## src/rtl/rx_rst_sequencer.sv

```systemverilog
// rx_rst_sequencer: turns watchdog reset requests into timed receiver reset pulses with a holdoff window
module rx_rst_sequencer #(
  parameter int CNT_WIDTH     = 16,
  parameter int HOLD_WIDTH    = 8,
  parameter int HOLDOFF_WIDTH = 16
) (
  input  logic                     clk,
  input  logic                     rst,
  input  logic                     enable,
  input  logic                     rst_req,
  input  logic [HOLD_WIDTH-1:0]    hold_len,
  input  logic [HOLDOFF_WIDTH-1:0] holdoff_len,
  input  logic                     clear_cnt,
  output logic                     receiver_rst_out,
  output logic                     busy,
  output logic [CNT_WIDTH-1:0]     event_cnt,
  output logic [CNT_WIDTH-1:0]     drop_cnt
);
  typedef enum logic [1:0] {IDLE, HOLD, HOLDOFF} state_t;
  state_t state_q, state_d;
  logic [HOLD_WIDTH-1:0] hold_cnt_q, hold_cnt_d;
  logic [HOLDOFF_WIDTH-1:0] holdoff_len_q, holdoff_len_d, holdoff_cnt_q, holdoff_cnt_d;
  logic [CNT_WIDTH-1:0] event_cnt_q, event_cnt_d, drop_cnt_q, drop_cnt_d;
  logic rst_out_q, rst_out_d;
  logic accept, drop;
  always_ff @(posedge clk or posedge rst) begin
    if (rst) begin
      state_q       <= IDLE;
      hold_cnt_q    <= '0;
      holdoff_len_q <= '0;
      holdoff_cnt_q <= '0;
      event_cnt_q   <= '0;
      drop_cnt_q    <= '0;
      rst_out_q     <= 1'b0;
    end else begin
      state_q       <= state_d;
      hold_cnt_q    <= hold_cnt_d;
      holdoff_len_q <= holdoff_len_d;
      holdoff_cnt_q <= holdoff_cnt_d;
      event_cnt_q   <= event_cnt_d;
      drop_cnt_q    <= drop_cnt_d;
      rst_out_q     <= rst_out_d;
    end
  end
  // counters hold "remaining cycles minus one" so a zero count means this is the last cycle
  always_comb begin
    state_d       = state_q;
    hold_cnt_d    = hold_cnt_q;
    holdoff_len_d = holdoff_len_q;
    holdoff_cnt_d = holdoff_cnt_q;
    accept        = enable && rst_req && state_q == IDLE;
    drop          = enable && rst_req && state_q != IDLE;
    if (!enable) begin
      state_d       = IDLE;
      hold_cnt_d    = '0;
      holdoff_cnt_d = '0;
    end else begin
      case (state_q)
        IDLE: if (rst_req) begin
          state_d       = HOLD;
          hold_cnt_d    = (hold_len == '0) ? '0 : hold_len - 1'b1;
          holdoff_len_d = holdoff_len;
        end
        HOLD: if (hold_cnt_q == '0) begin
          state_d       = (holdoff_len_q != '0) ? HOLDOFF : IDLE;
          holdoff_cnt_d = (holdoff_len_q != '0) ? holdoff_len_q - 1'b1 : '0;
        end else hold_cnt_d = hold_cnt_q - 1'b1;
        HOLDOFF: if (holdoff_cnt_q == '0) state_d = IDLE;
          else holdoff_cnt_d = holdoff_cnt_q - 1'b1;
        default: state_d = IDLE;
      endcase
    end
    event_cnt_d = clear_cnt ? '0 : (accept && ~&event_cnt_q) ? event_cnt_q + 1'b1 : event_cnt_q;
    drop_cnt_d  = clear_cnt ? '0 : (drop && ~&drop_cnt_q) ? drop_cnt_q + 1'b1 : drop_cnt_q;
  end
  always_comb begin
    rst_out_d = state_d == HOLD;
    busy      = state_q != IDLE;
  end
  assign receiver_rst_out = rst_out_q;
  assign event_cnt        = event_cnt_q;
  assign drop_cnt         = drop_cnt_q;
endmodule

```

## config.mk

```make
export PLATFORM = sky130hd
export DESIGN_NAME = rx_rst_sequencer
export DESIGN_NICKNAME = d
export VERILOG_FILES = /design/src/rtl/rx_rst_sequencer.sv
export SDC_FILE = /design/constraint.sdc
export NUM_CORES = 1
export LEC_CHECK = 0
export ABC_AREA = 1
export CORE_MARGIN = 4
export CORE_UTILIZATION = 61
export CTS_CLUSTER_DIAMETER = 150
export DETAILED_ROUTE_END_ITERATION = 12
export HOLD_SLACK_MARGIN = 0.08
export PLACE_DENSITY_LB_ADDON = 0.05
export SLEW_MARGIN = 0
export SYNTH_ARGS = -nofsm -noshare
export SYNTH_HDL_FRONTEND = slang
export SYNTH_SLANG_ARGS = --single-unit
```

## constraint.sdc

```tcl
create_clock -name clk -period 7.3 [get_ports clk]
set_input_delay 1.46 -clock clk [delete_from_list [all_inputs] [get_ports clk]]
set_output_delay 1.46 -clock clk [all_outputs]
set_load 0.005 [all_outputs]
```

==> impl_metrics.yaml <==
global_route:
  overflow: 0
  grt_pass1_vias: 5018
  grt_use_total: 0.277
  grt_pass1_wl_mm: 22.6
  grt_start_max_net_pins: 76
  antenna_found_initial: 0
logic_synthesis:
  ys_ff_latch: 75
  synth_area_um2: 5140
  yosysWarnings: 0
  yosysSeqAreaShare: 0.365
  synthCells: 770
  syn_nets: 808
  synthDistinctLibCells: 39
  avgSynthCellArea_um2: 6.67
drt:
  drc_errors: 0
  wire_per_inst_um: 14.4
  first_iter_violations: 378
  wirelength_mm: 13.5
  drtAntennaViolNets: 0
  vias: 5398
  drtPass1Iterations: 5
  viasPerCell: 5.75
critical_path:
  path_max_fanout: 34
  path_cells: "clkdlybuf4s50_1 > nand2_1 > nor2_4 > inv_1 > nor2_1 > nor2_2 > inv_2 > o21ai_0"
  crit_type: "in -> reg"
  r2r_slack_ps: 4690
  worstSetupStartpointType: "primary input"
  arrival_ps: 4010
  crit_slowest_cell: "nor2_1"
  worstPathRequired_ps: 7530
  max_stage_delay_ps: 670
  end_kind: "register"
power_and_ir_drop:
  total_power_w: 0.00138
  power_density_nw_per_um2: 229
  vdd_drop_max_mv: 0.121
  cellLeakagePower_nw: 2.90
final_layout:
  final_layout_size_suffix_gt1_frac: 0.0612
  n_antenna_cell: 0
  syn_to_final_growth_pct: 17.3
  fin_nets: 866
  fillers: 661
  stdcell_count: 938
sta:
  setup_viol: 0
  timing.slew.headroom: 0.356
  rsz0062_at_grt: "no"
  post-route-period-util: 0.519
  period_needed_ps: 3790
  fin_setup_tns_ps: 0
  max_freq_mhz: 264
  maxSlewViolCount: 0
  worstMarginPinSlew_ps: 964
  skew_ps: 11.3
  finalHoldViolCount: 0
  whs_ps: 588
floorplan:
  core_area_um2: 8220
  rows: 33
  die_area_um2: 9950
  pin_count: 63
  fp.dieW_um: 99.8
  start_util: 0.625
  die_y_um: 99.8
clock_network:
  htreeDepth: 3
  path_clk_slew_ps: 80
  cts_tree: "yes"
  cts.path.max_buffers: 2
  worst_skew_pair.late_latency_ps: 350
  cts_root_buffer: "clkbuf_8"
  hold_buffers: 0
  clock-sinks: 75
  numCtsBuffers: 9
  cts_resized: 0
  postCtsSetupBuffers: 0
placement:
  dp_hpwl_mm: 9.87
  gp_congestion: 0.945
  port_buffers: 62
  place_inst: 922
run:
  drv_cap: 0
outcome:
  status: "finished clean"
worst_hold_path:
  hold_class: "reg -> reg"
==> flip-flops by register name, indices dropped and copies added, names as in the netlist <==
register	count
holdoff_len_q	16
event_cnt	16
holdoff_cnt_q	16
hold_cnt_q	8
receiver_rst_out	1
state_q	2
drop_cnt	16
==> worst paths after layout <==
path	from	endpoint	cells after the start
min in group asynchronous	rst	drop_cnt[1]	3
setup reg to reg	state_q[0]	event_cnt[11]	8
setup / recovery	enable	event_cnt[11]	8
max in group asynchronous	rst	holdoff_cnt_q[0]	3
hold reg to reg	drop_cnt[15]	drop_cnt[15]	2
hold / removal	drop_cnt[15]	drop_cnt[15]	2
==> kinds of logic after synthesis <==
| group | count (synthesis) | synth area share |
|---|---|---|
| AND/OR/NAND/NOR | 487 | 0.418 |
| buffers and inverters | 105 | 0.0848 |
| AO/OA/AOI/OAI | 84 | 0.0928 |
| flip-flops | 75 | 0.365 |
| XOR/XNOR | 9 | 0.0153 |
| adder cells (fa/ha/maj) | 9 | 0.0219 |
| multiplexers | 1 | 0.00195 |
==> power breakdown <==
part	switching, W	internal, W
Sequential	0.0000509	0.000465
Clock	0.000164	0.000202
Combinational	0.000329	0.000170
Total	0.000544	0.000836
==> critical path: cells and delay by family <==
| family | cells | cell delay [ps] |
|---|---|---|
| buffers and inverters | 3 | 830 |
| and+or+nand+nor | 4 | 1610 |
| AOI/OAI and AO/OA | 1 | 100 |
==> synthesized netlist by cell type, drive strengths merged <==
cell type / n / area, um2
a21oi: 11 / 70.1
a31o: 2 / 17.5
a31oi: 1 / 6.26
buf: 9 / 70.1
clkbuf: 7 / 26.3
clkinv: 2 / 12.5
dfrtp: 75 / 1880
ha: 9 / 113
inv: 87 / 327
mux2i: 1 / 10.0
nand2: 227 / 870
nand3: 116 / 581
nand3b: 6 / 45.0
nand4: 28 / 175
nor2: 99 / 414
nor3: 7 / 35.0
nor3b: 1 / 7.51
o21a: 1 / 7.51
o21ai: 67 / 362
o21bai: 1 / 7.51
o22ai: 1 / 6.26
or2: 3 / 18.8
xnor2: 3 / 26.3
xor2: 6 / 52.6
==> metal layers <==
metal,vias up,global-route usage,share of wire
li1,2629,-,-
met1,2520,0.368,0.43
met2,216,0.456,0.49
met3,33,0.0463,0.059
met4,0,0.0977,0.024
met5,-,0,0
==> area by class of cell <==
class,count,area (um2),share of cell area
Tap cell,105,131,0.0218
Multi-Input combinational cell,590,2820,0.469
Inverter,89,339,0.0563
Clock inverter,6,88.8,0.0147
Timing Repair Buffer,63,628,0.104
Sequential cell,75,1880,0.311
Clock buffer,10,138,0.0228
==> cell usage in the layout (no fill, tap or decap), types with 3 or more instances in the layout <==
cell type,count
o21ai_1,6
inv_2,7
nand2_2,4
nor2_4,4
nor3_1,7
clkdlybuf4s50_1,62
a21oi_1,9
nor2_2,5
dfrtp_1,75
nand4_1,28
o21ai_2,4
o21ai_0,56
clkbuf_8,10
nand3_1,116
inv_1,80
nand3b_1,6
nor2_1,90
xnor2_1,3
nand2_1,222
xor2_1,6
ha_1,9
or2_2,3
==> through the flow <==
step / instance area, um2 / setup WS, ps / util
after floorplan: 5140 / 3930 / -
after global placement: 5800 / 3250 / 0.706
after detailed placement: 5800 / 3150 / 0.706
after CTS: 6030 / 3510 / 0.733
after global routing: 6030 / 3300 / 0.733
final: 6030 / 3510 / 0.733
(Power assumes the default switching activity.)
